--- src/rtl/pipeline_ctrl.sv ---
// pipeline_ctrl: stall/flush sequencer for a 5-stage RISC-V pipeline.
// Merges load-use hazard, EX branch redirect and data-memory handshake into
// per-stage write enables and bubble flushes; runs a debug halt drain and a
// memory-timeout watchdog.
// Optional feature macro: PIPE_CTRL_PERF_EN enables the saturating
// stall-cycle and branch-flush performance counters.
module pipeline_ctrl #(
    parameter int MAX_WAIT     = 15,
    parameter int DRAIN_CYCLES = 4,
    parameter int CNT_W        = 32
) (
    input  logic             clk,
    input  logic             rst_n,
    input  logic             hazard_i,
    input  logic             branch_taken_i,
    input  logic             mem_req_i,
    input  logic             mem_ready_i,
    input  logic             halt_req_i,
    output logic             pc_write_o,
    output logic             if_id_write_o,
    output logic             id_ex_write_o,
    output logic             ex_mem_write_o,
    output logic             mem_wb_write_o,
    output logic             if_id_flush_o,
    output logic             id_ex_flush_o,
    output logic             halted_o,
    output logic             mem_timeout_o,
    output logic [2:0]       state_o,
    output logic [CNT_W-1:0] stall_cycles_o,
    output logic [CNT_W-1:0] flush_events_o
);

    localparam int WAIT_W  = 8;
    localparam int DRAIN_W = 4;

    typedef enum logic [2:0] {
        S_RUN      = 3'd0,
        S_MEM_WAIT = 3'd1,
        S_DRAIN    = 3'd2,
        S_HALTED   = 3'd3,
        S_ERROR    = 3'd4
    } state_t;

    state_t               state_reg, state_next;
    logic [WAIT_W-1:0]    wait_cnt_reg, wait_cnt_next;
    logic [DRAIN_W-1:0]   drain_cnt_reg, drain_cnt_next;
    logic                 freeze;
    // wr: {pc, if_id, id_ex, ex_mem, mem_wb}; fl: {if_id, id_ex}
    logic [4:0]           wr;
    logic [1:0]           fl;

    assign freeze = mem_req_i & ~mem_ready_i;

    // State, watchdog and drain counters
    always_ff @(posedge clk or negedge rst_n) begin
        if (!rst_n) begin
            state_reg     <= S_RUN;
            wait_cnt_reg  <= '0;
            drain_cnt_reg <= '0;
        end else begin
            state_reg     <= state_next;
            wait_cnt_reg  <= wait_cnt_next;
            drain_cnt_reg <= drain_cnt_next;
        end
    end

    // Next-state and zero-latency enable/flush decode
    always_comb begin
        wr             = 5'b11111;
        fl             = 2'b00;
        state_next     = state_reg;
        drain_cnt_next = drain_cnt_reg;
        wait_cnt_next  = freeze ? wait_cnt_reg + 8'd1 : '0;

        case (state_reg)
            S_RUN, S_MEM_WAIT: begin
                if (freeze) begin
                    wr         = 5'b00000;
                    state_next = S_MEM_WAIT;
                end else if (branch_taken_i) begin
                    fl         = 2'b11;
                    state_next = S_RUN;
                end else if (hazard_i) begin
                    wr[4]      = 1'b0;
                    wr[3]      = 1'b0;
                    fl[0]      = 1'b1;
                    state_next = S_RUN;
                end else if (halt_req_i) begin
                    wr[4]          = 1'b0;
                    fl[1]          = 1'b1;
                    state_next     = S_DRAIN;
                    drain_cnt_next = 4'd1;
                end else begin
                    state_next = S_RUN;
                end
            end
            S_DRAIN: begin
                if (freeze) begin
                    wr = 5'b00000;
                end else begin
                    wr[4] = 1'b0;
                    fl[1] = 1'b1;
                    if (branch_taken_i) begin
                        // Let the redirect target into the PC, then restart the drain
                        wr[4]          = 1'b1;
                        fl[0]          = 1'b1;
                        drain_cnt_next = 4'd1;
                    end else if (hazard_i) begin
                        wr[3] = 1'b0;
                        fl[1] = 1'b0;
                        fl[0] = 1'b1;
                    end else if (drain_cnt_reg == DRAIN_W'(DRAIN_CYCLES)) begin
                        state_next = S_HALTED;
                    end else begin
                        drain_cnt_next = drain_cnt_reg + 4'd1;
                    end
                    // Abandoning the drain is safe: inserted bubbles are NOPs
                    if (!halt_req_i) begin
                        state_next = S_RUN;
                    end
                end
            end
            S_HALTED: begin
                wr = 5'b00000;
                if (!halt_req_i) begin
                    state_next = S_RUN;
                end
            end
            S_ERROR: begin
                wr            = 5'b00000;
                wait_cnt_next = wait_cnt_reg;
            end
            default: begin
                wr         = 5'b00000;
                state_next = S_RUN;
            end
        endcase

        // Watchdog overrides every transition once the limit is reached
        if (state_reg != S_ERROR && freeze && wait_cnt_reg == WAIT_W'(MAX_WAIT - 1)) begin
            state_next = S_ERROR;
        end

        // Hold the pipeline empty while in reset
        if (!rst_n) begin
            wr = 5'b00000;
            fl = 2'b11;
        end
    end

    assign pc_write_o     = wr[4];
    assign if_id_write_o  = wr[3];
    assign id_ex_write_o  = wr[2];
    assign ex_mem_write_o = wr[1];
    assign mem_wb_write_o = wr[0];
    assign if_id_flush_o  = fl[1];
    assign id_ex_flush_o  = fl[0];
    assign halted_o       = (state_reg == S_HALTED);
    assign mem_timeout_o  = (state_reg == S_ERROR);
    assign state_o        = state_reg;

`ifdef PIPE_CTRL_PERF_EN
    logic             active;
    logic [1:0]       evt;
    logic [CNT_W-1:0] cnt_reg [2];

    assign active = (state_reg == S_RUN) || (state_reg == S_MEM_WAIT) || (state_reg == S_DRAIN);
    // evt[0]: stall cycle, evt[1]: branch-caused flush
    assign evt[0] = rst_n & active & ~wr[4];
    assign evt[1] = rst_n & active & ~freeze & branch_taken_i;

    for (genvar gi = 0; gi < 2; gi++) begin : g_perf
        // Saturating event counter, cleared only by reset
        always_ff @(posedge clk or negedge rst_n) begin
            if (!rst_n) begin
                cnt_reg[gi] <= '0;
            end else if (evt[gi] && cnt_reg[gi] != {CNT_W{1'b1}}) begin
                cnt_reg[gi] <= cnt_reg[gi] + 1'b1;
            end
        end
    end

    assign stall_cycles_o = cnt_reg[0];
    assign flush_events_o = cnt_reg[1];
`else
    assign stall_cycles_o = '0;
    assign flush_events_o = '0;
`endif

endmodule

--- config.mk ---
export PLATFORM = sky130hd
export DESIGN_NAME = pipeline_ctrl
export DESIGN_NICKNAME = d
export VERILOG_FILES = /design/src/rtl/pipeline_ctrl.sv
export SDC_FILE = /design/constraint.sdc
export NUM_CORES = 1
export LEC_CHECK = 0
export BUFFER_PORTS_ARGS = -buffer_cell sky130_fd_sc_hd__buf_2
export CAP_MARGIN = 20
export CORE_MARGIN = 5
export CORE_UTILIZATION = 41
export DETAILED_ROUTE_END_ITERATION = 8
export HOLD_SLACK_MARGIN = 0.12
export PLACE_DENSITY = 0.74
export SLEW_MARGIN = 10
export SYNTH_ARGS = -nofsm -noshare
export SYNTH_HDL_FRONTEND = slang
export SYNTH_SLANG_ARGS = --single-unit
--- constraint.sdc ---
create_clock -name clk -period 1.5 [get_ports clk]
set_input_delay 0.15 -clock clk [delete_from_list [all_inputs] [get_ports clk]]
set_output_delay 0.15 -clock clk [all_outputs]
set_load 0.03 [all_outputs]
==> flow_metrics.tcl, run 1 <==
set metrics [dict create \
    muxShareOfSynthArea 0.02371 \
    dr.pass1.iters 4 \
    drt_iter0_drc 38 \
    worstPathRequired_ps 1350 \
    grt_pass1_vias 1080 \
    power_leakage_nw 0.8991 \
    filler_cell_count 354 \
    grt_pass1_wl_um 4774 \
    reg2reg_from "state_o[1]" \
    skew_ps 3.434 \
    peakVddDrop_mv 0.5333 \
    antenna_cells 0 \
    antenna_found_initial 0 \
    layout_min_cycle_time_ps 1691 \
    cts-htree-levels 1 \
    portBuffers 18 \
    clk_latency_ps 250 \
    die_y_um 71.09 \
    synth_fa_ha_area_frac 0.03271 \
    ys_seq_area_frac 0.2453 \
    drive_gt1_frac 0.3423 \
    synth_cells 184 \
    synth_edf_count 0 \
    worst_setup_path_end_kind "output pin" \
    post-route-drc-count 0 \
    synth.ff_latch_count 15 \
    cts_buffer_depth 2 \
    hold_ws_ps 259.2 \
    cts_tree "yes" \
    route.met3.wl_um 214 \
    hold_viol 0 \
    ios 83 \
    cap_violations 0 \
    synth-main-ff-cell "dfrtp_1" \
    powerDensity_nw_per_um2 573.4 \
    synth-warning-count 0 \
    fp.dieArea_um2 5054 \
    syn_area_um2 1530 \
    synth_compound_area_frac 0.1750 \
    worstHoldPathType "in -> async" \
    syn_to_final_growth_pct 17.58 \
    timing.rr.end "drain_cnt_reg[2]" \
    status "finished, violations left" \
    clock_sinks 15 \
    wl_met2_um 1867 \
    chipWidth_um 71.09 \
    wl_met1_um 1279 \
    crit_type "reg -> out" \
    r2r_setup_slack_ps -110 \
    cpPeakStageDelay_ps 480 \
    cts_buffers 3 \
    failed_checks "setup timing" \
    wl_per_cell_um 12.65 \
    critical_path.startpoint_type "flip-flop" \
    postRouteAntennaNets 0 \
    largest_reg_flops 8 \
    slowest_stage "dfrtp_2" \
    arrival_ps 1540 \
    cp_max_fo 7 \
    start_util 0.4211 \
    synth-async-reset-ratio 1.000 \
    synth_top_family_by_area "buffers and inverters" \
    row_count 22 \
    synth.distinct_cells 47 \
    dr_total_vias 1210 \
    cts_root_buf "clkbuf_8" \
    coreArea_um2 3633 \
    rsz0062_at_grt "yes" \
    synth-xor-area-share 0 \
    top_layer "met4" \
    slew_violations 0 \
    setup_violations 13 \
    crit_chain "or3b_4 > a21oi_2 > o21ai_1 > nand2_2 > buf_6" \
    fin_crit_sh 1.127 \
    path_clk_slew_ps 60 \
    layout.nets 234 \
    finalPower_mw 1.032 \
    grt_max_degree 13 \
    track_usage 0.1145 \
    worst_r2r_path_depth 4 \
    wirelength_um 3416 \
    yosys.area_share.simple 0.1504 \
    layout_setup_ws_ps -190.6 \
    overflow 0 \
    syn_avg_cell_area_um2 8.316 \
    place_congestion 0.7894 \
    via_per_inst 4.481 \
    max_freq_mhz 591.5 \
    dp_hpwl_um 2405 \
]
synthesized netlist by cell type (2+ instances only):
library cell | number | share of area
dfrtp_1 | 15 | 0.25
a31oi_1 | 2 | 0.0082
nor2_1 | 3 | 0.0074
o21ai_0 | 12 | 0.039
ha_1 | 4 | 0.033
a21oi_1 | 6 | 0.020
clkbuf_1 | 2 | 0.0049
o31ai_1 | 5 | 0.025
nand4_1 | 4 | 0.016
buf_2 | 2 | 0.0065
o41ai_1 | 2 | 0.011
buf_4 | 66 | 0.32
nor2b_1 | 2 | 0.0082
nor3_1 | 2 | 0.0065
nand3_1 | 6 | 0.020
nand2_1 | 11 | 0.027
inv_1 | 9 | 0.022
and3_1 | 2 | 0.0082
critical path, delay by kind of cell, from the launching register on:
family | cells | cell delay (ps)
AOI/OAI and AO/OA | 2 | 200
buffers and inverters | 1 | 120
and+or+nand+nor | 2 | 490
DFF | 1 | 480
area by class of cell:
| type | instances | area [um^2] | area share |
|---|---|---|---|
| repair buffers | 43 | 355.3 | 0.1975 |
| flip-flops and latches | 15 | 379.1 | 0.2107 |
| clock inverters | 1 | 5.005 | 0.002782 |
| clock buffers | 3 | 41.29 | 0.02295 |
| inverters | 10 | 45.04 | 0.02503 |
| multi-input cells | 150 | 913.4 | 0.5076 |
| well taps | 48 | 60.06 | 0.03338 |
power breakdown:
| group | switching [mW] | internal (mW) |
|---|---|---|
| registers | 0.000691 | 0.405 |
| logic | 0.265 | 0.0312 |
| clock network | 0.146 | 0.184 |
| total | 0.411 | 0.620 |
through the flow:
step	util	std cells	TNS, ps	area [um^2]	worst slack [ps]
global placement	0.4277	258	-7.031	1554	-7.031
finish	0.4952	270	-1231	1799	-190.6
global route	0.4952	270	-2590	1799	-277.0
CTS	0.4666	265	-1169	1695	-185.9
floorplan	-	247	-632.4	1805	-185.2
detailed placement	0.4277	258	-105.1	1554	-77.01
cell usage in the layout (no fill, tap or decap), types with 3 or more instances in the layout:
| master | count |
|---|---|
| conb_1 | 64 |
| buf_4 | 19 |
| buf_6 | 14 |
| dfrtp_1 | 12 |
| nand2_1 | 9 |
| buf_2 | 9 |
| inv_1 | 7 |
| nand3_1 | 6 |
| o21ai_2 | 5 |
| o21ai_1 | 4 |
| o21ai_0 | 4 |
| o31ai_1 | 4 |
| nand4_1 | 4 |
| ha_1 | 4 |
| nor2_1 | 3 |
| a21oi_1 | 3 |
| clkbuf_8 | 3 |
| dfrtp_2 | 3 |
repair_timing:
item	in CTS	in global routing
resized for setup	22	22
setup buffers	2	5
hold buffers	1	0
endpoints found under the hold margin	15	0
endpoints found under the setup margin	10	17
pin swaps	4	6
worst max-delay path by stage:
stage | from | end | slack [ps]
after detailed placement | state_o[1] | drain_cnt_reg[2] | -80
after floorplan | state_o[1] | drain_cnt_reg[2] | -190
after global routing | state_o[1] | pc_write_o | -280
after CTS | state_o[1] | pc_write_o | -190
final | state_o[2] | if_id_flush_o | -190
after global placement | state_o[1] | drain_cnt_reg[2] | -7
layer usage:
layer / track usage / vias to the layer above
met2: 0.2101 / 46
met4: 0.01879 / 0
li1: - / 586
met1: 0.1334 / 572
met5: 0 / -
met3: 0.03267 / 6
kinds of logic after synthesis:
| kind of cell | after synthesis |
|---|---|
| fa+ha+maj | 4 |
| mux | 3 |
| flops | 15 |
| simple gates | 40 |
| compound gates | 39 |
| other cells | 1 |
| buf+inv | 82 |
(Power assumes the default switching activity.)
==> run 2: changes to the inputs <==
CORE_UTILIZATION = 45   (was 41)
PLACE_DENSITY = 0.78   (was 0.74)
clock period = 1.8 ns   (was 1.5 ns; I/O delays follow)
==> flow_metrics.tcl, run 2 (synthesized netlist as in run 1, its figures left out) <==
set metrics [dict create \
    status "finished, violations left" \
    failed_checks "setup timing" \
    powerDensity_nw_per_um2 490.6 \
    ios 83 \
    final_common_cell "conb_1" \
    fin_crit_sh 1.021 \
    layout_min_cycle_time_ps 1839 \
    dr.pass1.iters 4 \
    combinationalPowerShare 0.308 \
    hold_ws_ps 215.3 \
    seqPwrFrac 0.432 \
    post-route-drc-count 0 \
    setup_violations 2 \
    dr_total_vias 1173 \
    cts_tree "yes" \
    cts_buffer_depth 2 \
    drt_iter0_drc 44 \
    cts-htree-levels 1 \
    critical_path.startpoint_type "flip-flop" \
    arrival_ps 1660 \
    slew_violations 0 \
    layout_setup_ws_ps -38.57 \
    slowest_stage "dfrtp_2" \
    rsz0062_at_grt "yes" \
    clock_sinks 15 \
    hold_viol 0 \
    syn_to_final_growth_pct 4.334 \
    chipWidth_um 68.32 \
    grt_pass1_vias 1024 \
    antenna_cells 0 \
    cp_max_fo 5 \
    layout_common_cells "64 x conb_1, 14 x buf_4, 12 x dfrtp_1" \
    wl_per_cell_um 11.94 \
    drive_gt1_frac 0.2429 \
    skew_ps 12.07 \
    clk_latency_ps 300 \
    worstHoldPathType "in -> async" \
    netSwitchingFraction 0.4298 \
    layoutNonFillerInstCount 256 \
    via_per_inst 4.582 \
    cts_buffers 3 \
    overflow 0 \
    max_freq_mhz 543.9 \
    r2r_setup_slack_ps 60 \
    worst_r2r_path_depth 5 \
    power_leakage_nw 0.8218 \
    worstPathRequired_ps 1620 \
    cts_root_buf "clkbuf_4" \
    portBuffers 18 \
    fp.dieArea_um2 4667 \
    pre_cts_ws_ps 138.2 \
    start_util 0.4622 \
    crit_type "reg -> out" \
    largest_reg_flops 8 \
    wirelength_um 3056 \
    p_clk_frac 0.261 \
    place_congestion 0.8246 \
    timing.rr.end "drain_cnt_reg[2]" \
    postRouteAntennaNets 0 \
    row_count 21 \
    crit_chain "buf_12 > a211oi_4 > nand2_2 > a21oi_2 > buf_6" \
    cpPeakStageDelay_ps 460 \
    p_switching_mw 0.3367 \
    setup_tns_ps -39.74 \
    finalPower_mw 0.7833 \
    track_usage 0.1303 \
    antenna_found_initial 0 \
    worst_setup_path_end_kind "output pin" \
    peakVddDrop_mv 0.2889 \
    layout.nets 222 \
    coreArea_um2 3311 \
    reg2reg_from "state_o[1]" \
    die_y_um 68.32 \
    path_clk_slew_ps 100 \
    place_inst 245 \
    intPower_mw 0.4466 \
    grt_max_degree 15 \
    grt_pass1_wl_um 4623 \
    cap_violations 0 \
    dp_hpwl_um 2221 \
]
-- run 2: cell types whose count changed in the layout (fill, tap and decap cells not counted), moves of 2 or more --
cell,previous run,this run
a21oi_2,1,3
a21oi_4,2,0
buf_4,19,14
buf_6,14,4
clkbuf_4,0,3
clkbuf_8,3,0
o21ai_0,4,10
o21ai_1,4,2
o21ai_2,5,1
-- run 2: cell type report --
cell class              count  area, um^2
clock buffers               4       26.28
fillers                   316        1714
inverters                  10       38.79
multi-input cells         150       860.8
flip-flops and latches     15       379.1
well taps                  46       57.56
repair buffers             31       234.0
-- run 2: worst max-delay path by stage --
stage	start	end	cells after the start
2_1_floorplan	state_o[1]	if_id_write_o	4
3_3_place_gp	state_o[1]	if_id_flush_o	5
3_5_place_dp	state_o[1]	if_id_flush_o	5
4_1_cts	state_o[0]	if_id_write_o	5
5_1_grt	state_o[2]	if_id_write_o	5
6_report	state_o[2]	if_id_write_o	5
-- run 2: routing by layer --
| metal | share of wire | track usage | up-vias |
|---|---|---|---|
| met1 | 0.40 | 0.1670 | 551 |
| met2 | 0.51 | 0.2142 | 61 |
| li1 | - | - | 557 |
| met4 | 0.011 | 0.06203 | 0 |
| met5 | 0 | 0 | - |
| met3 | 0.076 | 0.01806 | 4 |
-- run 2: what timing repair did --
item | CTS | global route
hold buffers | 1 | 0
endpoints found under the hold margin | 15 | 0
setup endpoints to repair | 7 | 9
gates resized for setup | 13 | 16
pin swaps | 0 | 6
buffers inserted | 6 | 0
-- run 2: power groups by stage --
| stage | clock (mW) | combinational, mW | sequential [mW] |
|---|---|---|---|
| 2_1_floorplan | 0 | 0.310 | 0.345 |
| 3_5_place_dp | 0 | 0.229 | 0.345 |
| 3_3_place_gp | 0 | 0.228 | 0.345 |
| 5_1_grt | 0.220 | 0.257 | 0.338 |
| 6_report | 0.204 | 0.241 | 0.338 |
| 4_1_cts | 0.204 | 0.233 | 0.338 |
-- run 2: metrics by stage --
| stage | util | cell area (um^2) |
|---|---|---|
| floorplan | - | 1770 |
| global placement | 0.4331 | 1434 |
| detailed placement | 0.4331 | 1434 |
| CTS | 0.4713 | 1560 |
| global route | 0.4822 | 1597 |
| finish | 0.4822 | 1597 |
-- run 2: worst max-delay path, delay by kind of cell, from the launching register on --
family	cells	cell delay [ps]
AO/OA/AOI/OAI	2	470
buffers and inverters	2	290
flip-flops	1	460
AND/OR/NAND/NOR	1	140
